===== src/rtl/mult_div_unit_if.sv =====
// Handshake and result bus between the E stage and the multiply/divide unit.
// The E stage (master) drives requests and operands; the unit (slave)
// returns HI/LO results, a one-cycle valid strobe and the stall request.
interface mult_div_unit_if #(parameter int DATA_W = 32);
  logic              start_mulE;
  logic              start_divE;
  logic              signedE;
  logic [DATA_W-1:0] srcaE;
  logic [DATA_W-1:0] srcbE;
  logic              cancelE;
  logic [DATA_W-1:0] hi_o;
  logic [DATA_W-1:0] lo_o;
  logic              hl_valid_o;
  logic              mut_div_stallE;

  modport master (
    output start_mulE, start_divE, signedE, srcaE, srcbE, cancelE,
    input  hi_o, lo_o, hl_valid_o, mut_div_stallE
  );

  modport slave (
    input  start_mulE, start_divE, signedE, srcaE, srcbE, cancelE,
    output hi_o, lo_o, hl_valid_o, mut_div_stallE
  );
endinterface


===== src/rtl/mult_div_unit.sv =====
// MIPS-style HI/LO multiply/divide unit.
// Divide: 32-step radix-2 restoring divider on operand magnitudes, with the
// quotient/remainder signs fixed up when the result is presented.
// Multiply: single-cycle by default; defining MDU_MULT_PIPE_EN registers
// operands and product (MUL/MDONE states) for a 2-cycle stall instead.
// hi_o/lo_o show the fresh result during the valid cycle and hold it after.
module mult_div_unit #(
  parameter int DATA_W = 32
) (
  input  logic                 clk,
  input  logic                 rst,
  mult_div_unit_if.slave       bus
);
  localparam int CNT_W = $clog2(DATA_W);

  typedef enum logic [2:0] {
    IDLE,
    DIV,
    DDONE
`ifdef MDU_MULT_PIPE_EN
    ,
    MUL,
    MDONE
`endif
  } state_t;

  function automatic logic [DATA_W-1:0] applySign(input logic [DATA_W-1:0] v,
                                                  input logic neg);
    return neg ? (~v + 1'b1) : v;
  endfunction

  function automatic logic [2*DATA_W-1:0] mulFull(input logic [DATA_W-1:0] a,
                                                  input logic [DATA_W-1:0] b,
                                                  input logic sgn);
    logic signed [DATA_W:0]     sa;
    logic signed [DATA_W:0]     sb;
    logic signed [2*DATA_W+1:0] p;
    sa = $signed({sgn & a[DATA_W-1], a});
    sb = $signed({sgn & b[DATA_W-1], b});
    p  = sa * sb;
    return p[2*DATA_W-1:0];
  endfunction

  state_t            state, stateNext;
  logic [CNT_W-1:0]  cnt;
  logic [DATA_W-1:0] remReg, quotReg, divisorReg;
  logic              negQ, negR, divZero;
  logic [DATA_W-1:0] hiReg, loReg;
  logic [DATA_W:0]   stepIn, trial;
  logic              stepOk;
  logic              divStart, mulStart, commit, stall;
  logic [DATA_W-1:0] resHi, resLo;
  logic [2*DATA_W-1:0] prodComb;
`ifdef MDU_MULT_PIPE_EN
  logic [DATA_W-1:0]   srcaP0, srcbP0;
  logic                sgnP0;
  logic [2*DATA_W-1:0] prodP1;
`endif

  assign prodComb = mulFull(bus.srcaE, bus.srcbE, bus.signedE);

  // One restoring-division trial subtraction on the shifted remainder.
  always_comb begin
    stepIn = {remReg, quotReg[DATA_W-1]};
    trial  = stepIn - {1'b0, divisorReg};
    stepOk = (stepIn >= {1'b0, divisorReg});
  end

  // Next-state, stall/valid and presented-result decode; cancel and reset override all.
  always_comb begin
    stateNext = state;
    divStart  = 1'b0;
    mulStart  = 1'b0;
    stall     = 1'b0;
    commit    = 1'b0;
    resHi     = hiReg;
    resLo     = loReg;
    case (state)
      IDLE: begin
        if (bus.start_divE) begin
          divStart  = 1'b1;
          stall     = 1'b1;
          stateNext = DIV;
        end else if (bus.start_mulE) begin
          mulStart = 1'b1;
`ifdef MDU_MULT_PIPE_EN
          stall     = 1'b1;
          stateNext = MUL;
`else
          commit = 1'b1;
          resHi  = prodComb[2*DATA_W-1:DATA_W];
          resLo  = prodComb[DATA_W-1:0];
`endif
        end
      end
      DIV: begin
        stall = 1'b1;
        if (cnt == CNT_W'(DATA_W - 1)) stateNext = DDONE;
      end
      DDONE: begin
        commit    = 1'b1;
        resHi     = applySign(remReg, negR);
        resLo     = divZero ? '1 : applySign(quotReg, negQ);
        stateNext = IDLE;
      end
`ifdef MDU_MULT_PIPE_EN
      MUL: begin
        stall     = 1'b1;
        stateNext = MDONE;
      end
      MDONE: begin
        commit    = 1'b1;
        resHi     = prodP1[2*DATA_W-1:DATA_W];
        resLo     = prodP1[DATA_W-1:0];
        stateNext = IDLE;
      end
`endif
      default: stateNext = IDLE;
    endcase
    if (bus.cancelE || rst) begin
      stateNext = IDLE;
      divStart  = 1'b0;
      mulStart  = 1'b0;
      stall     = 1'b0;
      commit    = 1'b0;
    end
  end

  assign bus.mut_div_stallE = stall;
  assign bus.hl_valid_o     = commit;
  assign bus.hi_o           = commit ? resHi : hiReg;
  assign bus.lo_o           = commit ? resLo : loReg;

  // Control state: FSM and divide step counter.
  always_ff @(posedge clk) begin
    if (rst) begin
      state <= IDLE;
      cnt   <= '0;
    end else begin
      state <= stateNext;
      if (divStart)          cnt <= '0;
      else if (state == DIV) cnt <= cnt + 1'b1;
    end
  end

  // HI/LO holding registers, updated only by a committed result.
  always_ff @(posedge clk) begin
    if (rst) begin
      hiReg <= '0;
      loReg <= '0;
    end else if (commit) begin
      hiReg <= resHi;
      loReg <= resLo;
    end
  end

  // Divider datapath: latch magnitudes/signs on start, then shift-subtract.
  always_ff @(posedge clk) begin
    if (divStart) begin
      remReg     <= '0;
      quotReg    <= applySign(bus.srcaE, bus.signedE & bus.srcaE[DATA_W-1]);
      divisorReg <= applySign(bus.srcbE, bus.signedE & bus.srcbE[DATA_W-1]);
      negQ       <= bus.signedE & (bus.srcaE[DATA_W-1] ^ bus.srcbE[DATA_W-1]);
      negR       <= bus.signedE & bus.srcaE[DATA_W-1];
      divZero    <= (bus.srcbE == '0);
    end else if (state == DIV) begin
      remReg  <= stepOk ? trial[DATA_W-1:0] : stepIn[DATA_W-1:0];
      quotReg <= {quotReg[DATA_W-2:0], stepOk};
    end
  end

`ifdef MDU_MULT_PIPE_EN
  // Stage p0: operand capture in the start cycle.
  always_ff @(posedge clk) begin
    if (mulStart) begin
      srcaP0 <= bus.srcaE;
      srcbP0 <= bus.srcbE;
      sgnP0  <= bus.signedE;
    end
  end

  // Stage p1: product register, presented in MDONE.
  always_ff @(posedge clk) begin
    if (state == MUL) prodP1 <= mulFull(srcaP0, srcbP0, sgnP0);
  end
`else
  logic unusedMulStart;
  assign unusedMulStart = mulStart;
`endif
endmodule


===== src/flat_wrapper.sv =====
// flat-port wrapper written by rule: the top's interface ports become plain ports
module mult_div_unit_flat 
#(
  parameter int DATA_W = 32
)
  (clk, rst, bus_start_mulE, bus_start_divE, bus_signedE, bus_srcaE, bus_srcbE, bus_cancelE, bus_hi_o, bus_lo_o, bus_hl_valid_o, bus_mut_div_stallE);
  mult_div_unit_if #(.DATA_W(DATA_W)) bus_i ();
  input  logic clk;
  input  logic rst;
  input wire logic [$bits(bus_i.start_mulE)-1:0] bus_start_mulE;
  input wire logic [$bits(bus_i.start_divE)-1:0] bus_start_divE;
  input wire logic [$bits(bus_i.signedE)-1:0] bus_signedE;
  input wire logic [$bits(bus_i.srcaE)-1:0] bus_srcaE;
  input wire logic [$bits(bus_i.srcbE)-1:0] bus_srcbE;
  input wire logic [$bits(bus_i.cancelE)-1:0] bus_cancelE;
  output wire logic [$bits(bus_i.hi_o)-1:0] bus_hi_o;
  output wire logic [$bits(bus_i.lo_o)-1:0] bus_lo_o;
  output wire logic [$bits(bus_i.hl_valid_o)-1:0] bus_hl_valid_o;
  output wire logic [$bits(bus_i.mut_div_stallE)-1:0] bus_mut_div_stallE;
  assign bus_i.start_mulE = bus_start_mulE;
  assign bus_i.start_divE = bus_start_divE;
  assign bus_i.signedE = bus_signedE;
  assign bus_i.srcaE = bus_srcaE;
  assign bus_i.srcbE = bus_srcbE;
  assign bus_i.cancelE = bus_cancelE;
  assign bus_hi_o = bus_i.hi_o;
  assign bus_lo_o = bus_i.lo_o;
  assign bus_hl_valid_o = bus_i.hl_valid_o;
  assign bus_mut_div_stallE = bus_i.mut_div_stallE;
  mult_div_unit #(.DATA_W(DATA_W)) u_core (.clk(clk), .rst(rst), .bus(bus_i));
endmodule

===== config.mk =====
export PLATFORM = sky130hd
export DESIGN_NAME = mult_div_unit_flat
export DESIGN_NICKNAME = d
export VERILOG_FILES = /design/src/rtl/mult_div_unit_if.sv /design/src/rtl/mult_div_unit.sv /design/src/flat_wrapper.sv
export SDC_FILE = /design/constraint.sdc
export NUM_CORES = 2
export LEC_CHECK = 0
export ABC_CLOCK_PERIOD_IN_PS = 25700
export BUFFER_PORTS_ARGS = -buffer_cell sky130_fd_sc_hd__buf_2
export CAP_MARGIN = 15
export CORE_UTILIZATION = 48
export DETAILED_ROUTE_END_ITERATION = 8
export GPL_ROUTABILITY_DRIVEN = 0
export GPL_TIMING_DRIVEN = 0
export PLACE_DENSITY_LB_ADDON = 0.12
export SETUP_SLACK_MARGIN = 0.2
export SYNTH_ARGS = -nofsm -noshare
export SYNTH_HDL_FRONTEND = slang
export SYNTH_SLANG_ARGS = --single-unit

===== constraint.sdc =====
create_clock -name clk -period 25.7 [get_ports clk]
set_clock_uncertainty 0.1 [all_clocks]
set_input_delay 1.285 -clock clk [delete_from_list [all_inputs] [get_ports clk]]
set_output_delay 1.285 -clock clk [all_outputs]
set_load 0.02 [all_outputs]

**After elaboration in Yosys (flattened, before gate mapping)**

Cells that the tools add are included.

- Add/sub/neg operators: 6
- Order comparisons: 1
- Bitwise gates (word level): 8
- Equal/unequal tests: 5
- Multiplexer cells: 28
- Reductions and logical operators: 7
- Multiply operators: 1

Operator list:

| kind | number |
|---|---|
| 32-bit two-way mux | 14 |
| 32-bit by 1-bit adder with 32-bit output (second input constant) | 4 |
| 32-bit inverter | 4 |
| 32-bit case mux with 2 select lines | 2 |
| 33-bit by 33-bit multiplier with 64-bit output | 1 |
| 33-bit by 32-bit >= comparator with 1-bit output | 1 |
| 32-bit logical NOT | 1 |
| 32-bit subtractor | 1 |
| 1-bit two-way mux | 7 |
| 3-bit two-way mux | 2 |
| 3-bit case mux with 2 select lines | 1 |
| 5-bit by 1-bit adder with 5-bit output (second input constant) | 1 |
| 5-bit == test (second input constant) | 1 |
| 1-bit case mux with 2 select lines | 2 |
| 2-bit OR reduction | 2 |
| 1-bit AND | 3 |
| 3-bit by 1-bit == test with 1-bit output (second input constant) | 1 |
| 3-bit by 2-bit == test with 1-bit output (second input constant) | 1 |
| 3-bit logical NOT | 1 |
| 2-bit by 1-bit != test with 1-bit output (second input constant) | 1 |
| 2-bit != test (second input constant) | 1 |
| 2-bit AND reduction | 1 |
| 2-bit nonzero test | 1 |
| 1-bit logical OR | 1 |
| 1-bit bitwise XOR | 1 |

- Register bits: 171
- Logic and storage cells: 66

**Longest topological paths before layout**

- Word-level depth: 6
- Mapped depth: 31

**Worst setup path after synthesis**

OpenSTA, ideal clock, no wires.

- Kind: in2out
- Start point: in bus_srcaE[31]
- End point: out bus_hi_o[24]
- Data arrival time: 9.369 ns
- Buffers on the path: 3
- Setup slack: 14.946 ns
- Stages on the path: 28
- Cells stage by stage: nand2_1 > inv_1 > clkbuf_1 > clkbuf_1 > nand2_1 > inv_1 > fa_1 > fa_1 > fa_1 > fa_1 > inv_1 > fa_1 > inv_1 > fa_1 > inv_1 > fa_1 > fa_1 > inv_1 > ha_1 > clkbuf_1 > and3_1 > nand4_1 > or4_1 > nor2_1 > o21ai_0 > o211ai_1 > mux2_2 > o22ai_1

- Longest elaborated chain between the ends: 6

RTL lines:

| what | RTL line | RTL |
|---|---|---|
| start: declaration | flat_wrapper.sv:13 | `input wire logic [$bits(bus_i.srcaE)-1:0] bus_srcaE;` |
| 1-bit AND | mult_div_unit.sv:38 | `sa = $signed({sgn & a[DATA_W-1], a});` |
| 33-bit by 33-bit multiplier with 64-bit output (*) | mult_div_unit.sv:40 | `p = sa * sb;` |
| 32-bit two-way mux (*) | mult_div_unit.sv:84 | `end else if (bus.start_mulE) begin` |
| 32-bit two-way mux (*) | mult_div_unit.sv:80 | `if (bus.start_divE) begin` |
| 32-bit case mux with 2 select lines (*) | mult_div_unit.sv:78 | `case (state)` |
| 32-bit two-way mux (*) | mult_div_unit.sv:131 | `assign bus.hi_o = commit ? resHi : hiReg;` |
| end: declaration | flat_wrapper.sv:16 | `output wire logic [$bits(bus_i.hi_o)-1:0] bus_hi_o;` |

Mark *: on every way between the ends. The rest lies on a longest branch, timed or not.

**Final worst setup path**

- Start point: in bus_srcaE[31]
- End point: out bus_hi_o[22]

Same word-level chain as after synthesis.

==> out/metrics.yaml <==
cts:
  ctsHoldBuffers: 0
  cts_resized: 0
  htreeDepth: 4
  cts-root-buf: "clkbuf_16"
  cts_tree: "yes"
  cts.clk_slew.worst_paths_ns: 0.08
  cts_sinks: 170
  cts_buffers: 17
  post-cts-setup-buffers: 0
  clk_latency_ns: 0.47
  clock_path_buffers: 2
timing:
  holdWs_ns: 0.385
  rsz0062_at_grt: "no"
  tns_ns: 0
  fmax_mhz: 69.0
  final_max_slew_viol_count: 0
  post-route-period-util_pct: 56.4
  hold_viol: 0
  worst_slew_pin_slew_ns: 1.38
  setup_violations: 0
  slew_headroom_pct: 8.04
  layout_min_cycle_time_ns: 14.49
die:
  design.core.area_um2: 102000
  ios: 136
  num_rows: 117
  initial_utilization_pct: 48.7
  die-width_um: 324
  dieArea_um2: 105000
  die_h_um: 324
placement:
  portBuffers: 84
  dp_hpwl_mm: 165
  place_inst: 7155
synth:
  seq_area_frac_synth_pct: 8.19
  synth_top_family_by_area: "adder cells"
  synth_edf_count: 67
  yosys_most_used_dff: "dfxtp_1"
  synth.area.top_cells: "fa_1, inv_1, nand2_1, ha_1, and2_1"
  synth_cell_types: 80
  async_flop_share_pct: 0
  synth_top_area_share_pct: 45.3
  synth-simple-area-share_pct: 16.0
  synthAdderAreaFrac_pct: 51.6
  synth_cells: 5691
  synthesis.nets: 7138
  syn_avg_cell_area_um2: 8.74
  yosysTopAreaCell: "fa_1"
  ys_warn_count: 0
  synth_compound_area_share_pct: 8.14
  synth_xor_xnor_area_share_pct: 3.59
  synth_area_um2: 49700
  synth-seq-cells: 170
  synthMuxAreaShare_pct: 0.689
worst_setup_path:
  r2r_cells: 7
  critical_path_class: "in2out"
  crit_top_cell: "fa_1"
  critPathSlowestCell: "fa_1"
  cp_slowest_stage_delay_ns: 1.03
  worstSetupEndpointType: "output port"
  cp-start-kind: "primary input"
  reg2reg_slack_ns: 21.14
  worstPathArrival_ns: 13.11
  crit_fanout: 11
  worstPathRequired_ns: 24.31
route:
  dr.first_iter.drc_count: 4773
  wl_per_cell_um: 27.4
  drt_pass1_iterations: 9
  viasPerCell: 5.83
  wirelength_mm: 197
  drc: 0
  antenna_left: 0
  via_count: 42000
cells_and_area:
  finish.net_count: 7257
  final_util_pct: 51.6
  fin_cells: 7201
  n_fill_cell: 9908
  area_delta_synth_final_pct: 6.10
  drive_gt1_share_pct: 2.64
grt:
  grt_usage_pct: 38.6
  grt_overflow: 0
  grt_pass1_vias: 42300
  grt_pass1_wl_mm: 287
  antenna_found_initial: 27
  met2_usage_pct: 57.9
  use_met3_pct: 11.0
  use_met1_pct: 49.9
  grt_max_degree: 45
  busiest_layer: "met2"
min_path:
  hold_depth: 2
  hold_path.class: "reg2reg"
status:
  status: "complete, no violations"
run:
  maxCapViolCount: 0
-- placed cells by master, fill, tap and decap left out, types with 7 or more instances in the layout --
cell type / count
dfxtp_1: 103
or3_1: 16
o221ai_1: 7
nor2b_1: 10
nor2_1: 174
o211ai_1: 15
inv_1: 1205
a211oi_1: 25
o21a_1: 15
clkbuf_16: 17
xor2_1: 62
o31ai_1: 24
nor3_1: 47
and3_1: 33
buf_1: 27
buf_8: 12
nand2_1: 891
ha_1: 251
o21bai_1: 16
mux2i_1: 32
nand3_1: 58
edfxtp_1: 67
diode_2: 10
clkbuf_1: 322
xnor2_1: 142
o41ai_1: 15
a21o_1: 45
o21ai_0: 182
nor4_1: 17
buf_2: 85
a21oi_1: 160
a31oi_1: 42
nand2b_1: 28
o31a_1: 8
fa_1: 1126
a22oi_1: 11
and2_1: 371
nand4_1: 25
a21boi_0: 7
-- stage by stage --
step,cell area (µm²),setup slack [ns]
floorplan,49700,14.95
global placement,51900,11.57
detailed placement,52100,11.62
CTS,52700,11.58
global route,52800,11.04
finish,52800,11.21
-- layer usage --
layer / part of all wire (%) / wire length [µm]
met1: 37 / 73900
met2: 43 / 85200
met3: 12 / 24300
met4: 7.1 / 14000
met5: 0.038 / 76
-- final timing paths --
path / startpoint / to
worst max-delay path: bus_srcaE[31] / bus_hi_o[22]
worst min-delay path: u_core.loReg[29] / u_core.loReg[29]
worst max register to register: u_core.state[1] / u_core.loReg[21]
worst min register to register: u_core.loReg[29] / u_core.loReg[29]
-- cell usage after synthesis (8+ instances only) --
cell,n
a211oi_1,25
a21o_1,45
a21oi_1,160
a22oi_1,11
a31oi_1,42
and2_1,371
and3_1,33
buf_1,26
clkbuf_1,322
dfxtp_1,103
edfxtp_1,67
fa_1,1126
ha_1,251
inv_1,1205
mux2i_1,32
nand2_1,891
nand2b_1,28
nand3_1,58
nand4_1,25
nor2_1,174
nor2b_1,10
nor3_1,47
nor4_1,17
o211ai_1,15
o21a_1,15
o21ai_0,182
o21bai_1,16
o31a_1,8
o31ai_1,24
o41ai_1,16
or3_1,16
xnor2_1,142
xor2_1,62
-- area by class of cell --
cell class	instances	area, µm²	area share, %
multi-input cells	3963	39800	75.5
inverters	1209	4540	8.60
flip-flops and latches	170	4070	7.72
well taps	1368	1710	3.24
plain buffers	349	1310	2.48
repair buffers	100	687	1.30
clock buffers	17	425	0.806
clock inverters	15	178	0.337
diodes	10	25.0	0.0474
-- critical path, delay by kind of cell --
family | cells | cell delay (ns)
fa+ha+maj | 9 | 5.07
xor+xnor | 1 | 0.43
simple gates | 6 | 1.79
buf+inv | 11 | 3.46
compound gates | 4 | 0.99
-- flip-flops by register name, indices dropped and copies added (netlist names) --
register           cells
u_core.state           2
u_core.remReg         32
u_core.negQ            1
u_core.loReg          32
u_core.hiReg          32
u_core.cnt             5
u_core.divZero         1
u_core.divisorReg     32
u_core.quotReg        32
u_core.negR            1
-- kinds of logic (layout without fill, tap and decap cells) --
group / count (synthesis) / after routing
AO/OA/AOI/OAI: 640 / 640
AND/OR/NAND/NOR: 1708 / 1708
buffers and inverters: 1558 / 1690
XOR/XNOR: 204 / 204
flip-flops: 170 / 170
other: 0 / 10
adder cells (fa/ha/maj): 1377 / 1377
multiplexers: 34 / 34
Power is not shown: default switching activity piles up to over one toggle a cycle in this logic, so the estimate is an artifact.
